**config.mk**
```make
export PLATFORM = sky130hd
export DESIGN_NAME = frame_serializer_flat
export DESIGN_NICKNAME = d
export VERILOG_FILES = /design/src/rtl/fft_pkg.sv /design/src/rtl/frame_serializer_if.sv /design/src/rtl/frame_serializer_frame_reg.sv /design/src/rtl/frame_serializer.sv /design/src/flat_wrapper.sv
export SDC_FILE = /design/constraint.sdc
export NUM_CORES = 1
export LEC_CHECK = 0
export BUFFER_PORTS_ARGS = -buffer_cell sky130_fd_sc_hd__buf_2
export CAP_MARGIN = 20
export CORE_MARGIN = 4
export CORE_UTILIZATION = 55
export DETAILED_ROUTE_END_ITERATION = 6
export GPL_ROUTABILITY_DRIVEN = 0
export GPL_TIMING_DRIVEN = 0
export PLACE_DENSITY = 0.73
export RECOVER_POWER = 100
export SYNTH_ARGS = -nofsm -noshare
export SYNTH_HDL_FRONTEND = slang
export SYNTH_HIERARCHICAL = 1
export SYNTH_SLANG_ARGS = --single-unit
```
**constraint.sdc**
```tcl
create_clock -name clk -period 2.58 [get_ports clk]
set_input_delay 0.516 -clock clk [delete_from_list [all_inputs] [get_ports clk]]
set_output_delay 0.516 -clock clk [all_outputs]
set_load 0.03 [all_outputs]
```
**src/rtl/fft_pkg.sv**
```systemverilog
// Shared constants and state encoding for the FFT/filter output stages.
package fft_pkg;

  localparam int WIDTH_DEF = 8;
  localparam int FRAME_LEN = 8;
  localparam int IDX_W     = 3;

  localparam logic [IDX_W-1:0] LAST_IDX = IDX_W'(FRAME_LEN - 1);

  typedef enum logic [1:0] {
    EMPTY = 2'd0,
    ONE   = 2'd1,
    TWO   = 2'd2
  } state_e;

endpackage

```
**src/rtl/frame_serializer_if.sv**
```systemverilog
// Frame-in / sample-out bus of the serializer; master is the environment, slave the serializer.
interface frame_serializer_if #(
  parameter int WIDTH = fft_pkg::WIDTH_DEF
);

  logic [WIDTH-1:0]          in1, in2, in3, in4, in5, in6, in7, in8;
  logic                      in_valid;
  logic                      in_ready;
  logic [WIDTH-1:0]          out_data;
  logic                      out_valid;
  logic                      out_ready;
  logic [fft_pkg::IDX_W-1:0] out_idx;
  logic                      out_last;

  modport master (
    output in1, in2, in3, in4, in5, in6, in7, in8, in_valid, out_ready,
    input  in_ready, out_data, out_valid, out_idx, out_last
  );

  modport slave (
    input  in1, in2, in3, in4, in5, in6, in7, in8, in_valid, out_ready,
    output in_ready, out_data, out_valid, out_idx, out_last
  );

endinterface

```
**src/rtl/frame_serializer_frame_reg.sv**
```systemverilog
// Eight-sample load-enable register bank, cleared by reset so its contents are never X.
module frame_reg
  import fft_pkg::*;
#(
  parameter int WIDTH = WIDTH_DEF
) (
  input  logic                            clk,
  input  logic                            rst,
  input  logic                            load_i,
  input  logic [FRAME_LEN-1:0][WIDTH-1:0] d_i,
  output logic [FRAME_LEN-1:0][WIDTH-1:0] q_o
);

  generate
    for (genvar gi = 0; gi < FRAME_LEN; gi++) begin : g_slot
      logic [WIDTH-1:0] slot_q;

      always_ff @(posedge clk or posedge rst) begin
        if (rst) begin
          slot_q <= '0;
        end else if (load_i) begin
          slot_q <= d_i[gi];
        end
      end

      assign q_o[gi] = slot_q;
    end
  endgenerate

endmodule

```
**src/rtl/frame_serializer.sv**
```systemverilog
// Parallel-to-serial output stage: accepts 8-sample frames, emits one sample per beat, in1 first.
// Active frame A drains while a pending frame P waits, so done-beat reloads A with no bubble.
module frame_serializer
  import fft_pkg::*;
#(
  parameter int WIDTH = WIDTH_DEF
) (
  input  logic               clk,
  input  logic               rst,
  frame_serializer_if.slave  bus
);

  state_e                          state_q, state_d;
  logic [IDX_W-1:0]                idx_q, idx_d;
  logic [FRAME_LEN-1:0][WIDTH-1:0] in_frame;
  logic [FRAME_LEN-1:0][WIDTH-1:0] a_q, p_q, a_d;
  logic                            load_a, load_p;
  logic                            in_ready, out_valid;
  logic                            accept, beat, done;

  // Element 0 is in1, so it is the first sample out.
  assign in_frame = {bus.in8, bus.in7, bus.in6, bus.in5,
                     bus.in4, bus.in3, bus.in2, bus.in1};

  assign accept = bus.in_valid && in_ready;
  assign beat   = out_valid && bus.out_ready;
  assign done   = beat && (idx_q == LAST_IDX);

  // A is refilled from P only when draining out of TWO; otherwise from the inputs.
  assign a_d = (state_q == TWO) ? p_q : in_frame;

  frame_reg #(.WIDTH(WIDTH)) u_frame_a (
    .clk    (clk),
    .rst    (rst),
    .load_i (load_a),
    .d_i    (a_d),
    .q_o    (a_q)
  );

  frame_reg #(.WIDTH(WIDTH)) u_frame_p (
    .clk    (clk),
    .rst    (rst),
    .load_i (load_p),
    .d_i    (in_frame),
    .q_o    (p_q)
  );

  always_ff @(posedge clk or posedge rst) begin
    if (rst) begin
      state_q <= EMPTY;
      idx_q   <= '0;
    end else begin
      state_q <= state_d;
      idx_q   <= idx_d;
    end
  end

  always_comb begin
    state_d = state_q;
    idx_d   = idx_q;
    load_a  = 1'b0;
    load_p  = 1'b0;
    if (beat) begin
      idx_d = idx_q + 1'b1;
    end
    unique case (state_q)
      EMPTY: begin
        if (accept) begin
          state_d = ONE;
          load_a  = 1'b1;
          idx_d   = '0;
        end
      end
      ONE: begin
        if (accept && !done) begin
          state_d = TWO;
          load_p  = 1'b1;
        end else if (accept && done) begin
          load_a  = 1'b1;
        end else if (done) begin
          state_d = EMPTY;
        end
      end
      TWO: begin
        if (done) begin
          state_d = ONE;
          load_a  = 1'b1;
        end
      end
      default: begin
        state_d = EMPTY;
        idx_d   = '0;
      end
    endcase
  end

  always_comb begin
    in_ready      = (state_q != TWO);
    out_valid     = (state_q != EMPTY);
    bus.in_ready  = in_ready;
    bus.out_valid = out_valid;
    bus.out_data  = a_q[idx_q];
    bus.out_idx   = idx_q;
    bus.out_last  = out_valid && (idx_q == LAST_IDX);
  end

endmodule

```
**src/flat_wrapper.sv**
```systemverilog
// flat-port wrapper written by rule: the top's interface ports become plain ports
module frame_serializer_flat import fft_pkg::*;
#(
  parameter int WIDTH = WIDTH_DEF
)
  (clk, rst, bus_in1, bus_in2, bus_in3, bus_in4, bus_in5, bus_in6, bus_in7, bus_in8, bus_in_valid, bus_out_ready, bus_in_ready, bus_out_data, bus_out_valid, bus_out_idx, bus_out_last);
  frame_serializer_if #(.WIDTH(WIDTH)) bus_i ();
  input  logic clk;
  input  logic rst;
  input wire logic [$bits(bus_i.in1)-1:0] bus_in1;
  input wire logic [$bits(bus_i.in2)-1:0] bus_in2;
  input wire logic [$bits(bus_i.in3)-1:0] bus_in3;
  input wire logic [$bits(bus_i.in4)-1:0] bus_in4;
  input wire logic [$bits(bus_i.in5)-1:0] bus_in5;
  input wire logic [$bits(bus_i.in6)-1:0] bus_in6;
  input wire logic [$bits(bus_i.in7)-1:0] bus_in7;
  input wire logic [$bits(bus_i.in8)-1:0] bus_in8;
  input wire logic [$bits(bus_i.in_valid)-1:0] bus_in_valid;
  input wire logic [$bits(bus_i.out_ready)-1:0] bus_out_ready;
  output wire logic [$bits(bus_i.in_ready)-1:0] bus_in_ready;
  output wire logic [$bits(bus_i.out_data)-1:0] bus_out_data;
  output wire logic [$bits(bus_i.out_valid)-1:0] bus_out_valid;
  output wire logic [$bits(bus_i.out_idx)-1:0] bus_out_idx;
  output wire logic [$bits(bus_i.out_last)-1:0] bus_out_last;
  assign bus_i.in1 = bus_in1;
  assign bus_i.in2 = bus_in2;
  assign bus_i.in3 = bus_in3;
  assign bus_i.in4 = bus_in4;
  assign bus_i.in5 = bus_in5;
  assign bus_i.in6 = bus_in6;
  assign bus_i.in7 = bus_in7;
  assign bus_i.in8 = bus_in8;
  assign bus_i.in_valid = bus_in_valid;
  assign bus_i.out_ready = bus_out_ready;
  assign bus_in_ready = bus_i.in_ready;
  assign bus_out_data = bus_i.out_data;
  assign bus_out_valid = bus_i.out_valid;
  assign bus_out_idx = bus_i.out_idx;
  assign bus_out_last = bus_i.out_last;
  frame_serializer #(.WIDTH(WIDTH)) u_core (.clk(clk), .rst(rst), .bus(bus_i));
endmodule
```
# Word-level counts from Yosys, hierarchy flattened
# Index checks and enable logic that the tools add are counted.
# classes
n_addsub	1
n_lt_le_gt_ge	1
eq_ne	8
muxes	19
n_reduce_logical	11
# op_table
op	n
$mux W64	1
$bmux W8 S3	1
$mux W2	5
$mux W8	1
$logic_and A1 B1 Y1	6
$mux W1	6
$mux W3	2
$pmux W2 S3	1
$pmux W3 S2	1
$lt A3 B4 Y1 const B	1
$ne A2 B1 Y1 const B	2
$reduce_and A4 Y1	1
$add A3 B1 Y3 const B	1
$eq A3 B3 Y1 const B	1
$ne A3 B1 Y1 const B	1
$ne A3 B2 Y1 const B	1
$pmux W1 S3	1
$eq A2 B1 Y1 const B	1
$eq A2 B2 Y1 const B	1
$logic_not A2 Y1	1
$ne A2 B2 Y1 const B	1
$reduce_bool A2 Y1	1
$reduce_or A2 Y1	1
$logic_not A1 Y1	1
# totals
ff_bits	133
input_bits	68
out_inout_bits	14
word_cells	58

# Longest topological paths before layout
# depth
depth_word	7
depth_mapped	10
ltp_nobuf	6

# Modules after synthesis
# The synthesis kept the hierarchy.
# modules_own_cells
module	instances	cells_per_inst	area_per_inst_um2
frame_reg	2	136	2682.6
frame_serializer	1	147	1725.4

# Worst setup path before layout
# Ideal clock, no wire load.
# synth_timing
path_type	register to register
start	register u_core.state_q[0]
end	register u_core.u_frame_a.g_slot[0].slot_q[0]
setup_time_ps	125
arrival_ps	2294
setup_slack_ps	161
stages_incl_launch_ff	11
n_path_buf	4
period_less_slack_ps	2419
path_cell_list	dfrtp_1 -> inv_1 -> ha_1 -> clkbuf_1 -> buf_2 -> inv_1 -> or2_2 -> a21oi_1 -> buf_6 -> buf_12 -> mux2_4
# synth_rtl
item	line_no	rtl
start, declared	frame_serializer.sv:13	state_e state_q, state_d;
start signal, assigned	frame_serializer.sv:53	state_q <= state_d;
$ne A2 B2 Y1 *	frame_serializer.sv:98	in_ready = (state_q != TWO);
via bus_in_ready	flat_wrapper.sv:20	output wire logic [$bits(bus_i.in_ready)-1:0] bus_in_ready;
$logic_and A1 B1 Y1 *	frame_serializer.sv:25	assign accept = bus.in_valid && in_ready;
$logic_and A1 B1 Y1	frame_serializer.sv:78	end else if (accept && done) begin
$mux W1	frame_serializer.sv:78	
$mux W1	frame_serializer.sv:75	if (accept && !done) begin
$pmux W1 S3 *	frame_serializer.sv:66	unique case (state_q)
via u_core.load_a	frame_serializer.sv:17	logic load_a, load_p;
end signal, assigned	frame_serializer_frame_reg.sv:22	slot_q <= d_i[gi];
end, declared	frame_serializer_frame_reg.sv:16	logic [WIDTH-1:0] slot_q;
# The timed path passes the listed nets; every way through them passes the cells marked *.
# A chain may end at the register's enable or synchronous reset.

# Worst setup path in the final report
# layout_timing
start	register u_core.idx_q[0], in the netlist u_core/bus.out_idx[0]
end	output bus_out_data[6]
# layout_between
elab_chain_cells	2
# layout_lines
item	line_no	rtl
start, declared	frame_serializer.sv:14	logic [IDX_W-1:0] idx_q, idx_d;
start signal, assigned	frame_serializer.sv:54	idx_q <= idx_d;
$bmux W8 S3	frame_serializer.sv:102	bus.out_data = a_q[idx_q];
$mux W8 (implied by the code)	frame_serializer.sv:102	
end, declared	flat_wrapper.sv:21	output wire logic [$bits(bus_i.out_data)-1:0] bus_out_data;
# Every way passes these cells. The select of a mux whose other input is x is not followed.

==> flow_metrics.env <==
export IMPL_place_ws_ns=-0.1482
export IMPL_ant_nets=0
export IMPL_start_util_pct=56.19
export IMPL_required_ns=2.06
export IMPL_syn_cell_area_um2=7091
export IMPL_clkPwrFrac_pct=19.9
export IMPL_cts_root_buf="clkbuf_16"
export IMPL_ir_worst_vdd_mv=0.7679
export IMPL_worstPathArrival_ns=2.05
export IMPL_slew_violations=0
export IMPL_final_cell_mix="131 x dfrtp_1, 128 x mux2_4, 74 x buf_2, 72 x mux2_2, 17 x clkbuf_16"
export IMPL_die_h_um=121.5
export IMPL_clock_latency_ns=0.41
export IMPL_synthTopCellsByArea="dfrtp_1 47%, mux2_4 27%, mux2_2 12%"
export IMPL_die_area_um2=14770
export IMPL_cts_buffers_inserted=17
export IMPL_place_area_um2=7734
export IMPL_p_per_area_nw_per_um2=1357
export IMPL_yosysWarnings=6
export IMPL_grt_pass1_wl_um=24380
export IMPL_finalSetupViolations=0
export IMPL_grt_max_degree=65
export IMPL_antenna_found_initial=0
export IMPL_post_synth_top_area_fraction_pct=46.94
export IMPL_synth_distinct_cells=28
export IMPL_fin_crit_ns=2.567
export IMPL_p_int_mw=8.013
export IMPL_die_w_um=121.5
export IMPL_avgSynthCellArea_um2=16.92
export IMPL_timing_rr_end="u_core/u_frame_a/g_slot[0].slot_q[5]"
export IMPL_grt_pass1_vias=4368
export IMPL_rr_worst_depth=9
export IMPL_drv_cap=0
export IMPL_synth_seq_cells=133
export IMPL_globalRouteTotalUtil_pct=22.08
export IMPL_pin_count=82
export IMPL_finalWorstSetupSlack_ns=0.01271
export IMPL_final_common_cell="dfrtp_1"
export IMPL_regToRegSetupSlack_ns=0.08
export IMPL_clk_path_buf_depth=2
export IMPL_wl_um=15080
export IMPL_crit_fanout=6
export IMPL_antennaDiodeCount=0
export IMPL_area_delta_synth_final_pct=19.34
export IMPL_maxSlewHeadroom_pct=3.830
export IMPL_power_switching_share_pct=30.23
export IMPL_cts_tree="built"
export IMPL_ctsHoldBuffers=0
export IMPL_seqCellArea_um2=3331
export IMPL_htreeDepth=4
export IMPL_rsz0062_at_grt="yes"
export IMPL_r2r_start="u_core/state_q[1]"
export IMPL_cts_sinks=133
export IMPL_drive_above_1_share_pct=67.10
export IMPL_status="finished, final reports clean"
export IMPL_fin_nets=603
export IMPL_grt_overflow=0
export IMPL_pwr_share_comb_pct=47.0
export IMPL_tightestPinTransition_ns=1.443
export IMPL_period_share_pct=99.51
export IMPL_rows=41
export IMPL_fmax_ghz=0.3895
export IMPL_hold_violations=0
export IMPL_drt_first_pass_iters=4
export IMPL_end_kind="primary output"
export IMPL_syn_num_nets=493
export IMPL_multiInputGateArea_um2=3359
export IMPL_cp_start_kind="flip-flop"
export IMPL_num_vias=3894
export IMPL_fin_area_um2=8462
export IMPL_synthCells=419
export IMPL_via_per_inst=5.461
export IMPL_p_seq_share_pct=33.1
export IMPL_io_buffers=81
export IMPL_crit_type="flip-flop to primary output"
export IMPL_drt_wirelength_per_cell_um=21.14
export IMPL_drcViolationCount=0
export IMPL_fin_skew_ns=0.007482
export IMPL_p_leak_nw=3.856
export IMPL_synth_seq_area_share_pct=46.94
export IMPL_core_area_um2=12620
export IMPL_hpwlAfterDp_um=10140
export IMPL_drt_initial_drc_count=228
export IMPL_hold_path_class="input pin to asynchronous set/reset pin"
export IMPL_nFillCells=946
export IMPL_synth_area_leader_cell="dfrtp_1"
export IMPL_p_sw_mw=3.471
export IMPL_path_clk_slew_ns=0.06
[worst max-delay path by stage]
stage / start / to / slack [ns] / depth (start not counted)
global placement: rst / u_core/u_frame_p/g_slot[6].slot_q[3] / -0.61 / 2
floorplan: u_core/state_q[0] / u_core/u_frame_a/g_slot[0].slot_q[0] / 0.16 / 10
finish: u_core/bus.out_idx[0] / bus_out_data[6] / 0.01 / 5
detailed placement: u_core/state_q[0] / u_core/u_frame_a/g_slot[0].slot_q[6] / -0.15 / 10
global route: u_core/bus.out_idx[0] / bus_out_data[6] / -0.05 / 5
CTS: u_core/bus.out_idx[0] / bus_out_data[6] / -0.002 / 5
[metal layers]
layer / track usage [%] / share of wire (%) / vias up
li1: - / - / 1751
met1: 31.23 / 46 / 2024
met2: 33.44 / 48 / 102
met3: 5.850 / 5.3 / 17
met4: 7.353 / 1.3 / 0
met5: 0 / 0 / -
[kinds of logic (layout without fill, tap and decap cells)]
family                     count (synthesis)  count (layout)  share of synthesized area [%]
and+or+nand+nor                           19              19                          1.677
muxes                                    218             218                          44.33
AOI/OAI and AO/OA                          8               8                         0.6882
DFF                                      133             133                          46.94
buffers and inverters                     35             157                          5.311
adders and majority gates                  6               6                          1.059
[power groups by stage]
stage	combinational, mW	clock [mW]	sequential, mW
6_report	5.40	2.28	3.81
5_1_grt	5.70	2.43	3.91
4_1_cts	5.40	2.32	3.78
3_5_place_dp	5.04	0	3.77
3_3_place_gp	4.93	0	3.71
2_1_floorplan	4.17	0	3.57
[per-stage QoR]
step	utilization [%]	TNS (ns)	hold WS, ns	cells	total power, mW
global placement	61.10	-68.05	0.4455	672	8.631
global route	67.05	-0.2000	0.04104	713	12.05
floorplan	-	0	0.2945	419	7.740
detailed placement	61.28	-8.159	0.4817	673	8.806
CTS	67.24	-0.003613	0.04291	712	11.51
finish	67.05	0	0.04293	713	11.48
[final cells by class]
cell class                      count  area share [%]
Multi-Input combinational cell    251           39.70
Sequential cell                   133           39.36
Timing Repair Buffer               92           7.024
Clock buffer                       29           6.624
Buffer                             27           4.318
Tap cell                          172           2.543
Inverter                            7          0.3105
Clock inverter                      2          0.1183
[sequential cells by signal, indices dropped and copies added, names as in the netlist]
register                        cells
u_core/bus.out_idx                  3
u_core/state_q                      2
u_core/u_frame_a/g_slot.slot_q     64
u_core/u_frame_p/g_slot.slot_q     64
[cells in the mapped netlist, drive strengths merged]
library cell / instances
nand3: 3
mux2: 200
nor2b: 3
nand2b: 2
o32ai: 1
dfrtp: 133
a31o: 1
o21ai: 2
a21oi: 3
and4: 2
nand3b: 1
clkbuf: 3
nand4: 1
buf: 25
ha: 6
nor3: 2
or3b: 1
mux2i: 2
mux4: 16
or2: 1
nand4b: 1
nand2: 2
a31oi: 1
inv: 7
[worst max-delay path, stage by stage, from the launching register on]
cell     delay [ns]
dfrtp_2        0.39
buf_8          0.16
buf_12         0.13
mux4_2         0.52
mux2_4         0.29
buf_6          0.14
[timing repair]
action / CTS / global route
pin swaps: 0 / 0
resized for setup: 31 / 8
buffers inserted: 7 / 1
endpoints found under the setup margin: 72 / 71
cloned: 2 / 0
No activity file was read; power rests on OpenSTA's default activity.
